### src/rtl/lcd_pkg.sv
// Shared constants and types for the LCD capture path and its framebuffer.
package lcd_pkg;

  localparam int LCD_W          = 160;
  localparam int LCD_H          = 144;
  localparam int BYTES_PER_LINE = LCD_W / 4;
  localparam int FB_BYTES       = BYTES_PER_LINE * LCD_H;
  localparam int FB_AW          = 13;

  // One framebuffer write: byte address plus four packed 2-bit pixels.
  typedef struct packed {
    logic [FB_AW-1:0] addr;
    logic [7:0]       data;
  } fb_entry_t;

  localparam int FB_ENTRY_W = $bits(fb_entry_t);

endpackage

### src/rtl/lcd_capture_if.sv
// Framebuffer write port: head-of-queue address/data with a req/ack handshake.
interface lcd_capture_if;
  import lcd_pkg::*;

  logic [FB_AW-1:0] fb_addr;
  logic [7:0]       fb_data;
  logic             fb_req;
  logic             fb_ack;

  // The capture block drives the request side.
  modport master (output fb_addr, output fb_data, output fb_req, input fb_ack);
  // The framebuffer accepts the head entry.
  modport slave  (input fb_addr, input fb_data, input fb_req, output fb_ack);

endinterface

### src/rtl/sync_fifo.sv
// Small single-clock FIFO with a registered occupancy count.
// DEPTH must be a power of two so the pointers wrap for free.
module sync_fifo #(
  parameter int WIDTH = 8,
  parameter int DEPTH = 4
) (
  input  logic                       clock,
  input  logic                       reset_n,
  input  logic                       push,
  input  logic                       pop,
  input  logic [WIDTH-1:0]           din,
  output logic [WIDTH-1:0]           dout,
  output logic                       full,
  output logic                       empty,
  output logic [$clog2(DEPTH+1)-1:0] count
);

  localparam int AW = $clog2(DEPTH);
  localparam int CW = $clog2(DEPTH+1);

  logic [WIDTH-1:0] mem [DEPTH];
  logic [AW-1:0]    wr_ptr;
  logic [AW-1:0]    rd_ptr;
  logic             do_push;
  logic             do_pop;

  // Pops only when data exists; a push into a full FIFO succeeds only alongside a pop.
  always_comb begin
    do_pop  = pop && !empty;
    do_push = push && (!full || do_pop);
  end

  assign full  = (count == CW'(DEPTH));
  assign empty = (count == '0);
  assign dout  = mem[rd_ptr];

  // Storage, pointers and occupancy count.
  always_ff @(posedge clock or negedge reset_n) begin
    if (!reset_n) begin
      for (int i = 0; i < DEPTH; i++) begin
        mem[i] <= '0;
      end
      wr_ptr <= '0;
      rd_ptr <= '0;
      count  <= '0;
    end else begin
      if (do_push) begin
        mem[wr_ptr] <= din;
        wr_ptr      <= wr_ptr + AW'(1'b1);
      end
      if (do_pop) begin
        rd_ptr <= rd_ptr + AW'(1'b1);
      end
      case ({do_push, do_pop})
        2'b10:   count <= count + CW'(1'b1);
        2'b01:   count <= count - CW'(1'b1);
        default: count <= count;
      endcase
    end
  end

endmodule

### src/rtl/lcd_capture.sv
// Captures the LCD pixel stream, packs four 2-bit pixels per byte and queues
// {address, byte} pairs for the framebuffer write port.
module lcd_capture
  import lcd_pkg::*;
#(
  parameter int H_PIXELS   = LCD_W,
  parameter int V_LINES    = LCD_H,
  parameter int FIFO_DEPTH = 4
) (
  input  logic          clock,
  input  logic          reset_n,
  input  logic [1:0]    pixel_data,
  input  logic          pixel_latch,
  input  logic          hsync,
  input  logic          vsync,
  lcd_capture_if.master fb,
  output logic          frame_done,
  output logic          line_err,
  output logic          overrun,
  input  logic          status_clr
);

  localparam int XW  = $clog2(H_PIXELS + 1);
  localparam int YW  = $clog2(V_LINES + 1);
  localparam int CW  = $clog2(FIFO_DEPTH + 1);
  localparam int BPL = H_PIXELS / 4;
  localparam logic [XW-1:0]    X_END     = XW'(H_PIXELS);
  localparam logic [YW-1:0]    Y_END     = YW'(V_LINES);
  localparam logic [FB_AW-1:0] LINE_STEP = FB_AW'(BPL);
  localparam logic [FB_AW-1:0] LAST_ADDR = FB_AW'(BPL * V_LINES - 1);

  logic [XW-1:0]    x, x_beam, x_next;
  logic [YW-1:0]    y, y_beam, y_next;
  logic [FB_AW-1:0] line_base, base_beam, base_next;
  logic [5:0]       pack, pack_beam, pack_next;

  fb_entry_t        push_entry;
  fb_entry_t        head_entry;
  logic             push;
  logic             line_err_set;
  logic             overrun_set;
  logic             pop_valid;
  logic             fifo_full;
  logic             fifo_empty;
  logic [CW-1:0]    fifo_count;

  // Beam/packer next state: vsync rebases first, then the pixel, then hsync.
  always_comb begin
    x_beam    = x;
    y_beam    = y;
    base_beam = line_base;
    pack_beam = pack;
    if (vsync) begin
      x_beam    = '0;
      y_beam    = '0;
      base_beam = '0;
      pack_beam = '0;
    end else begin
      x_beam    = x;
      y_beam    = y;
      base_beam = line_base;
      pack_beam = pack;
    end

    x_next       = x_beam;
    y_next       = y_beam;
    base_next    = base_beam;
    pack_next    = pack_beam;
    push         = 1'b0;
    push_entry   = '0;
    line_err_set = 1'b0;

    if (pixel_latch && (x_beam < X_END) && (y_beam < Y_END)) begin
      pack_next = {pack_beam[3:0], pixel_data};
      x_next    = x_beam + XW'(1'b1);
      if (x_beam[1:0] == 2'b11) begin
        push            = 1'b1;
        push_entry.addr = base_beam + FB_AW'(x_beam[XW-1:2]);
        push_entry.data = {pack_beam, pixel_data};
      end else begin
        push = 1'b0;
      end
    end else begin
      x_next = x_beam;
    end

    if (hsync && !vsync) begin
      line_err_set = (y_beam < Y_END) && (x_next != X_END);
      x_next       = '0;
      pack_next    = '0;
      if (y_beam < Y_END) begin
        y_next    = y_beam + YW'(1'b1);
        base_next = base_beam + LINE_STEP;
      end else begin
        y_next    = y_beam;
        base_next = base_beam;
      end
    end else begin
      line_err_set = 1'b0;
    end
  end

  // A push into a full FIFO is lost unless the framebuffer pops in the same cycle.
  always_comb begin
    overrun_set = push && fifo_full && !fb.fb_ack;
    pop_valid   = fb.fb_ack && (fifo_count != '0);
  end

  // Beam counters and the partial-byte shift register.
  always_ff @(posedge clock or negedge reset_n) begin
    if (!reset_n) begin
      x         <= '0;
      y         <= '0;
      line_base <= '0;
      pack      <= '0;
    end else begin
      x         <= x_next;
      y         <= y_next;
      line_base <= base_next;
      pack      <= pack_next;
    end
  end

  // Sticky status flags; a new error in the clear cycle keeps the flag set.
  always_ff @(posedge clock or negedge reset_n) begin
    if (!reset_n) begin
      line_err <= 1'b0;
      overrun  <= 1'b0;
    end else begin
      if (line_err_set) begin
        line_err <= 1'b1;
      end else if (status_clr) begin
        line_err <= 1'b0;
      end else begin
        line_err <= line_err;
      end
      if (overrun_set) begin
        overrun <= 1'b1;
      end else if (status_clr) begin
        overrun <= 1'b0;
      end else begin
        overrun <= overrun;
      end
    end
  end

  // Pulse once the final byte of the frame has been accepted.
  always_ff @(posedge clock or negedge reset_n) begin
    if (!reset_n) begin
      frame_done <= 1'b0;
    end else begin
      frame_done <= pop_valid && (head_entry.addr == LAST_ADDR);
    end
  end

  sync_fifo #(
    .WIDTH (FB_ENTRY_W),
    .DEPTH (FIFO_DEPTH)
  ) u_fifo (
    .clock   (clock),
    .reset_n (reset_n),
    .push    (push),
    .pop     (fb.fb_ack),
    .din     (push_entry),
    .dout    (head_entry),
    .full    (fifo_full),
    .empty   (fifo_empty),
    .count   (fifo_count)
  );

  assign fb.fb_req  = !fifo_empty;
  assign fb.fb_addr = head_entry.addr;
  assign fb.fb_data = head_entry.data;

endmodule

### src/flat_wrapper.sv
// flat-port wrapper written by rule: the top's interface ports become plain ports
module lcd_capture_flat import lcd_pkg::*;
#(
  parameter int H_PIXELS   = LCD_W,
  parameter int V_LINES    = LCD_H,
  parameter int FIFO_DEPTH = 4
)
  (clock, reset_n, pixel_data, pixel_latch, hsync, vsync, frame_done, line_err, overrun, status_clr, fb_fb_addr, fb_fb_data, fb_fb_req, fb_fb_ack);
  lcd_capture_if fb_i ();
  input  logic clock;
  input  logic reset_n;
  input  logic [1:0] pixel_data;
  input  logic pixel_latch;
  input  logic hsync;
  input  logic vsync;
  output logic frame_done;
  output logic line_err;
  output logic overrun;
  input  logic status_clr;
  output wire logic [$bits(fb_i.fb_addr)-1:0] fb_fb_addr;
  output wire logic [$bits(fb_i.fb_data)-1:0] fb_fb_data;
  output wire logic [$bits(fb_i.fb_req)-1:0] fb_fb_req;
  input wire logic [$bits(fb_i.fb_ack)-1:0] fb_fb_ack;
  assign fb_fb_addr = fb_i.fb_addr;
  assign fb_fb_data = fb_i.fb_data;
  assign fb_fb_req = fb_i.fb_req;
  assign fb_i.fb_ack = fb_fb_ack;
  lcd_capture #(.H_PIXELS(H_PIXELS), .V_LINES(V_LINES), .FIFO_DEPTH(FIFO_DEPTH)) u_core (.clock(clock), .reset_n(reset_n), .pixel_data(pixel_data), .pixel_latch(pixel_latch), .hsync(hsync), .vsync(vsync), .fb(fb_i), .frame_done(frame_done), .line_err(line_err), .overrun(overrun), .status_clr(status_clr));
endmodule
### config.mk
export PLATFORM = sky130hd
export DESIGN_NAME = lcd_capture_flat
export DESIGN_NICKNAME = d
export VERILOG_FILES = /design/src/rtl/lcd_pkg.sv /design/src/rtl/lcd_capture_if.sv /design/src/rtl/sync_fifo.sv /design/src/rtl/lcd_capture.sv /design/src/flat_wrapper.sv
export SDC_FILE = /design/constraint.sdc
export NUM_CORES = 1
export LEC_CHECK = 0
export ABC_AREA = 1
export BUFFER_PORTS_ARGS = -buffer_cell sky130_fd_sc_hd__buf_2
export CAP_MARGIN = 5
export CORE_MARGIN = 4
export CORE_UTILIZATION = 30
export CTS_BUF_LIST = sky130_fd_sc_hd__clkbuf_8
export DETAILED_ROUTE_END_ITERATION = 8
export PLACE_DENSITY = 0.43
export RECOVER_POWER = 50
export REMOVE_ABC_BUFFERS = 1
export SLEW_MARGIN = 20
export SYNTH_ARGS = -nofsm -noshare
export SYNTH_HDL_FRONTEND = slang
export SYNTH_SLANG_ARGS = --single-unit
export TNS_END_PERCENT = 1
### constraint.sdc
create_clock -name clock -period 2.3 [get_ports clock]
set_input_delay 0.46 -clock clock [delete_from_list [all_inputs] [get_ports clock]]
set_output_delay 0.46 -clock clock [all_outputs]
set_load 0.005 [all_outputs]
==> results of run 1 <==
-- final timing paths --
path | start | end | cells after the start
worst max-delay path | u_core.u_fifo.rd_ptr[1] | fb_fb_addr[6] | 4
worst min-delay path | status_clr | u_core.line_err | 4
worst max register to register | u_core.x[4] | u_core.u_fifo.mem[13] | 11
worst min register to register | u_core.y[0] | u_core.y[0] | 1
max in group asynchronous | reset_n | u_core.u_fifo.mem[18] | 3
min in group asynchronous | reset_n | u_core.pack[2] | 2
-- cell families (layout without fill, tap and decap cells) --
logic type | after synthesis | count (layout) | share of synthesized area
flops | 129 | 129 | 0.486
simple gates | 444 | 444 | 0.277
fa+ha+maj | 13 | 13 | 0.0256
compound gates | 136 | 136 | 0.110
buf+inv | 120 | 208 | 0.0760
xor+xnor | 19 | 19 | 0.0251
-- metrics by stage --
step                      hold slack [ps]   util  total power [mW]
after global routing                  267  0.363              7.01
after floorplan                       164      -              3.61
after CTS                             239  0.364              6.67
after global placement                460  0.344              4.57
final                                 260  0.363              6.56
after detailed placement              463  0.344              4.55
-- routing by layer --
layer | routed length (µm) | track usage | vias up
met5 | 0 | 0 | -
met4 | 263 | 0.0430 | 0
met3 | 562 | 0.0318 | 18
met2 | 8880 | 0.266 | 71
met1 | 9500 | 0.228 | 2621
li1 | - | - | 2904
-- worst max-delay path, cell delays in order (launching register included) --
cell and delay, ps:
dfrtp_1 370, buf_4 300, o21ai_0 140, o22ai_1 300
buf_2 180
-- cell usage in the layout (no fill, tap or decap), types with 2 or more instances in the layout --
master	n
xor2_1	16
bufinv_16	3
nand2_4	5
dfrtp_1	129
inv_2	6
a21oi_1	17
buf_12	7
xnor2_1	2
o22ai_1	16
nand4_1	9
buf_4	45
buf_2	32
nand2_2	3
nor2_1	100
inv_1	76
clkbuf_2	3
o21ai_2	3
nand2_1	259
inv_6	2
clkbuf_8	19
clkinv_2	3
nand3_1	58
nor3_1	4
clkinv_4	4
nand3b_1	3
o21ai_0	95
clkbuf_1	4
a32o_1	2
ha_1	12
-- what timing repair did --
action                                  in CTS  in global routing
hold buffers                                 1                  0
endpoints found under the setup margin       0                 11
buffers inserted                             0                  0
endpoints found under the hold margin       47                  0
gates resized for setup                      0                  5
-- cell type report --
cell class / instances / area (µm²)
timing repair buffer: 93 / 689
tap: 280 / 350
clock buffer: 19 / 262
fill: 2347 / 13900
inverter: 84 / 320
clock inverter: 12 / 156
multi-input combinational: 612 / 2920
sequential: 129 / 3230
-- where the power goes --
group | total [mW] | internal, mW | switching (mW) | leakage (nW)
sequential | 2.50 | 2.41 | 0.0866 | 1.75
clock | 2.08 | 1.13 | 0.951 | 0.212
combinational | 1.98 | 0.751 | 1.23 | 2.17
total | 6.56 | 4.29 | 2.27 | 4.13
-- registers in the layout, indices dropped and copies added (netlist names) --
name                  flops
u_core.u_fifo.mem        84
u_core.line_base         13
u_core.x                  8
u_core.y                  8
u_core.pack               6
u_core.u_fifo.count       3
u_core.u_fifo.rd_ptr      2
u_core.u_fifo.wr_ptr      2
u_core.frame_done         1
u_core.line_err           1
u_core.overrun            1
==> results.txt, run 1 <==
worst vdd ir: 304 µV
Final TNS setup: 0 ps
placed cell areas: 7510 µm²
crit-path max FO: 21
largest area contributor in the netlist: dfrtp_1
grt total ovfl: 0
Area Overhead vs Synth: 19.3%
worst skew pair latency: 450 ps
async set-reset flop share out of synthesis: 1.00
share of cells above drive strength 1: 0.150
Mapped Cells: 861
number of flops mapped to enable cells by yosys: 0
via/cell ratio: 4.57
Syn Area/Cell: 7.71 µm²
routed vias: 5614
Initial Util: 0.304
H-tree depth: 4
fmax: 0.454 GHz
IO Pins: 34
outcome: complete, no violations
placed insts: 1197
initial antenna violation count: 0
Die Ht: 157 µm
CTS tree: built
Slew HR: 0.0656
final cell count without fillers: 1229
total wire length: 19200 µm
Rows: 54
Setup WS pre-CTS: -149 ps
Clock transition at path regs: 80 ps
final setup fails: 0
Root Buffer: clkbuf_8
yosys synthesis warning count: 0
Sink Count: 129
fin area: 7920 µm²
vias in the first global route: 5697
Die Width: 157 µm
final HPWL from detailed placement: 13300 µm
layout net count: 959
Post-synth top cells: nand2_1 (259), dfrtp_1 (129), nor2_1 (100), o21ai_0 (95), inv_1 (77)
1st-iter DRT viols: 362
CP arrival: 1740 ps
Final Skew: 12.7 ps
pwr/cell area: 828 nW/µm²
Port-buffer cells: 33
Cell variety after synth: 31
# DRC: 0
Seq/Total Area, Yosys: 0.486
Worst setup SP type: flop
share of the synthesized area in the top cell type: 0.486
period utilization: 0.957
Slew Limit Fails: 0
antenna cells: 0
total CTS buffers: 17
Setup CP Type: flop to output pin
commonest register cell after synthesis: dfrtp_1
die footprint: 24600 µm²
hold crit path type: input port to flop
LEAKAGE: 4.13 nW
Final Hold Fails: 0
register bit total from synthesis: 129
Worst Slack Setup Final: 98.0 ps
Worst Tran Pin Value: 1400 ps
core area: 21800 µm²
Max clock buf depth: 2
RSZ-0062 raised after global routing: false
GP Congestion: 0.825
largest cells by area after synthesis: dfrtp_1 (49%), nand2_1 (15%), o21ai_0 (7.2%)
first-pass detailed-route iteration total: 5
Max Cap Viol: 0
Worst setup EP type: output pin
flop-to-flop setup slack: 270 ps
Req. time, crit path: 1840 ps
largest net degree at the start of global routing: 53
WL/cell: 15.6 µm
Total GRT Usage: 0.165
ANT nets after route: 0
Mapped Area: 6640 µm²
fin crit period: 2200 ps
count leader, synth: nand2_1
first-pass GRT wire length: 31400 µm
Power figures use the tool's default switching activity.
==> inputs of run 2 (changes only) <==
--- a/config.mk
+++ b/config.mk
@@ -9,13 +9,12 @@
 export BUFFER_PORTS_ARGS = -buffer_cell sky130_fd_sc_hd__buf_2
 export CAP_MARGIN = 5
 export CORE_MARGIN = 4
-export CORE_UTILIZATION = 30
+export CORE_UTILIZATION = 60
 export CTS_BUF_LIST = sky130_fd_sc_hd__clkbuf_8
 export DETAILED_ROUTE_END_ITERATION = 8
-export PLACE_DENSITY = 0.43
+export PLACE_DENSITY = 0.76
 export RECOVER_POWER = 50
 export REMOVE_ABC_BUFFERS = 1
-export SLEW_MARGIN = 20
 export SYNTH_ARGS = -nofsm -noshare
 export SYNTH_HDL_FRONTEND = slang
 export SYNTH_SLANG_ARGS = --single-unit
==> results.txt, run 2 (synthesis gave the netlist of run 1 again) <==
switching share of power: 0.343 (-0.00304)
setup bufs post-CTS: 0 (unchanged)
Finished Core Util: 0.695 (+0.332)
GP Congestion: 0.972 (+18%)
antenna cells: 0 (unchanged)
Largest regs: u_core.u_fifo.mem (84), u_core.line_base (13)
most common cell after layout, fill and taps aside: nand2_1
final HPWL from detailed placement: 11500 µm (-14%)
largest net degree at the start of global routing: 57 (+7.5%)
crit-path leading delay family: buffers and inverters
Clock transition at path regs: 70 ps (about the same)
Pwr Total: 6.22 mW (-5.1%)
outcome: complete, no violations
cell count along the critical path: 5 (+1)
final setup fails: 0 (unchanged)
Die Ht: 113 µm (-28%)
worst r2r src: u_core.x[2]
Root Buffer: clkbuf_8
Crit. Startpoint: u_core.u_fifo.rd_ptr[0]
worst vdd ir: 489 µV (+61%)
Area Overhead vs Synth: 13.5%
commonest non-fill, non-tap cells in the layout: nand2_1 (260), dfrtp_1 (129), nor2_1 (101), o21ai_0 (95), inv_1 (79)
die footprint: 12800 µm² (-48%)
1st-iter DRT viols: 552 (+52%)
Psw: 2.13 mW (-6.0%)
worst skew pair latency: 440 ps (about the same)
pwr/cell area: 826 nW/µm² (-0.22%)
first-pass GRT wire length: 28100 µm (-10%)
Logic pwr share: 0.314 (+0.012)
Req. time, crit path: 1840 ps (about the same)
R2R cell count: 12 (+1)
CTS tree: built
Initial Util: 0.612 (+0.308)
fmax: 0.453 GHz (-0.35%)
fin crit period: 2210 ps (+7.67 ps)
Setup WS pre-CTS: -69.0 ps (+80.3 ps)
Worst Slack Setup Final: 90.4 ps (-7.67 ps)
worst path buffer plus inverter count: 3 (+1)
Clock Power Share: 0.283 (-0.034)
RSZ-0062 raised after global routing: false
total CTS buffers: 17 (unchanged)
LEAKAGE: 4.02 nW (-2.6%)
H-tree depth: 4 (unchanged)
max reg flops: 84 (unchanged)
Setup CP Type: flop to output pin
Biggest register: u_core.u_fifo.mem
flop-to-flop setup slack: 240 ps (-30 ps)
CP endpoint: fb_fb_addr[3]
Slowest-stage cell, CP: dfrtp_1
Total GRT Usage: 0.278 (+0.113)
layout net count: 938 (-2.2%)
Sequential Power Share: 0.403 (+0.022)
Worst Tran Pin Value: 970 ps (-432 ps)
crit path cell chain: inv_1 -> buf_12 -> nor2_1 -> o22ai_1 -> buf_2
Worst setup SP type: flop
IO Pins: 34 (unchanged)
hold crit path type: input port to flop
CP max stage delay: 440 ps (+70 ps)
crit-path max FO: 40 (+90%)
Die Width: 113 µm (-28%)
placed insts: 1036 (-13%)
Sink Count: 129 (unchanged)
via/cell ratio: 5.55 (+21%)
Max Cap Viol: 0 (unchanged)
Final Hold Fails: 0 (unchanged)
Critical R2R Capture: u_core.u_fifo.mem[77]
initial antenna violation count: 0 (unchanged)
Max clock buf depth: 2 (unchanged)
core area: 10800 µm² (-50%)
Slew Limit Fails: 0 (unchanged)
CP arrival: 1750 ps (about the same)
first-pass detailed-route iteration total: 7 (+2)
period utilization: 0.961 (+0.00333)
Rows: 38 (-30%)
Port-buffer cells: 33 (unchanged)
routed vias: 5914 (+5.3%)
total wire length: 16600 µm (-13%)
internal power: 4.09 mW (-4.7%)
Fin Hold WS: 274 ps (+13.3 ps)
grt total ovfl: 0 (unchanged)
Slew HR: 0.354 (+0.288)
Final Skew: 7.13 ps (-5.58 ps)
WL/cell: 15.6 µm (-0.23%)
Worst setup EP type: output pin
ANT nets after route: 0 (unchanged)
vias in the first global route: 5897 (+3.5%)
final cell count without fillers: 1066 (-13%)
# DRC: 0 (unchanged)
share of cells above drive strength 1: 0.126 (-0.0233)
[run 2: cell types whose count changed in the layout (fill, tap and decap cells not counted), moves of 2 or more]
cell,before,now
buf_4,45,29
bufinv_16,3,1
clkbuf_1,4,0
clkbuf_2,3,1
clkbuf_8,19,21
clkinv_4,4,1
inv_1,76,79
inv_6,2,0
[run 2: power groups by stage]
| stage | Sequential, mW | Combinational (mW) | Clock (mW) |
|---|---|---|---|
| 2_1_floorplan | 2.61 | 0.997 | 0 |
| 3_3_place_gp | 2.54 | 1.86 | 0 |
| 3_5_place_dp | 2.55 | 1.92 | 0 |
| 4_1_cts | 2.50 | 1.93 | 1.80 |
| 5_1_grt | 2.52 | 2.17 | 1.91 |
| 6_report | 2.51 | 1.95 | 1.76 |
[run 2: timing repair]
action | CTS | global route
endpoints found under the hold margin | 34 | 0
resized for setup | 0 | 2
endpoints found under the setup margin | 0 | 7
hold buffers | 1 | 0
[run 2: worst min-delay path by stage]
stage	depth (start not counted)	end	start	slack (ps)
finish	4	u_core.line_err	status_clr	270
CTS	4	u_core.line_err	status_clr	250
detailed placement	2	u_core.u_fifo.mem[28]	u_core.u_fifo.mem[28]	460
global placement	1	u_core.u_fifo.mem[43]	reset_n	460
global route	4	u_core.line_err	status_clr	290
floorplan	0	u_core.frame_done	reset_n	160
[run 2: worst reg2reg max path, delay by kind of cell (launching register included)]
| kind | cells | cell delay (ps) |
|---|---|---|
| compound gates | 1 | 130 |
| xor+xnor | 1 | 270 |
| fa+ha+maj | 2 | 360 |
| buf+inv | 2 | 110 |
| flops | 1 | 400 |
| simple gates | 6 | 680 |
[run 2: cell type report]
class                   instances  area [µm²]
well taps                     140         175
flip-flops and latches        129        3230
clock buffers                  21         289
multi-input cells             612        2900
fillers                       881        3310
repair buffers                 72         552
clock inverters                 8        65.1
inverters                      84         320
[run 2: metrics by stage]
| step | TNS [ps] | cell area (µm²) |
|---|---|---|
| final | 0 | 7530 |
| after global routing | 0 | 7530 |
| after CTS | 0 | 7550 |
| after detailed placement | -444 | 7180 |
| after global placement | -35.9 | 7180 |
| after floorplan | -987 | 6450 |
[run 2: per-layer routing]
metal  wire length (µm)  vias to the layer above  global-route usage
met4                582                        0               0.122
met2               7840                      210               0.441
met5                  0                        -                   0
met3               1050                       52              0.0674
met1               7150                     2795               0.364
li1                   -                     2857                   -
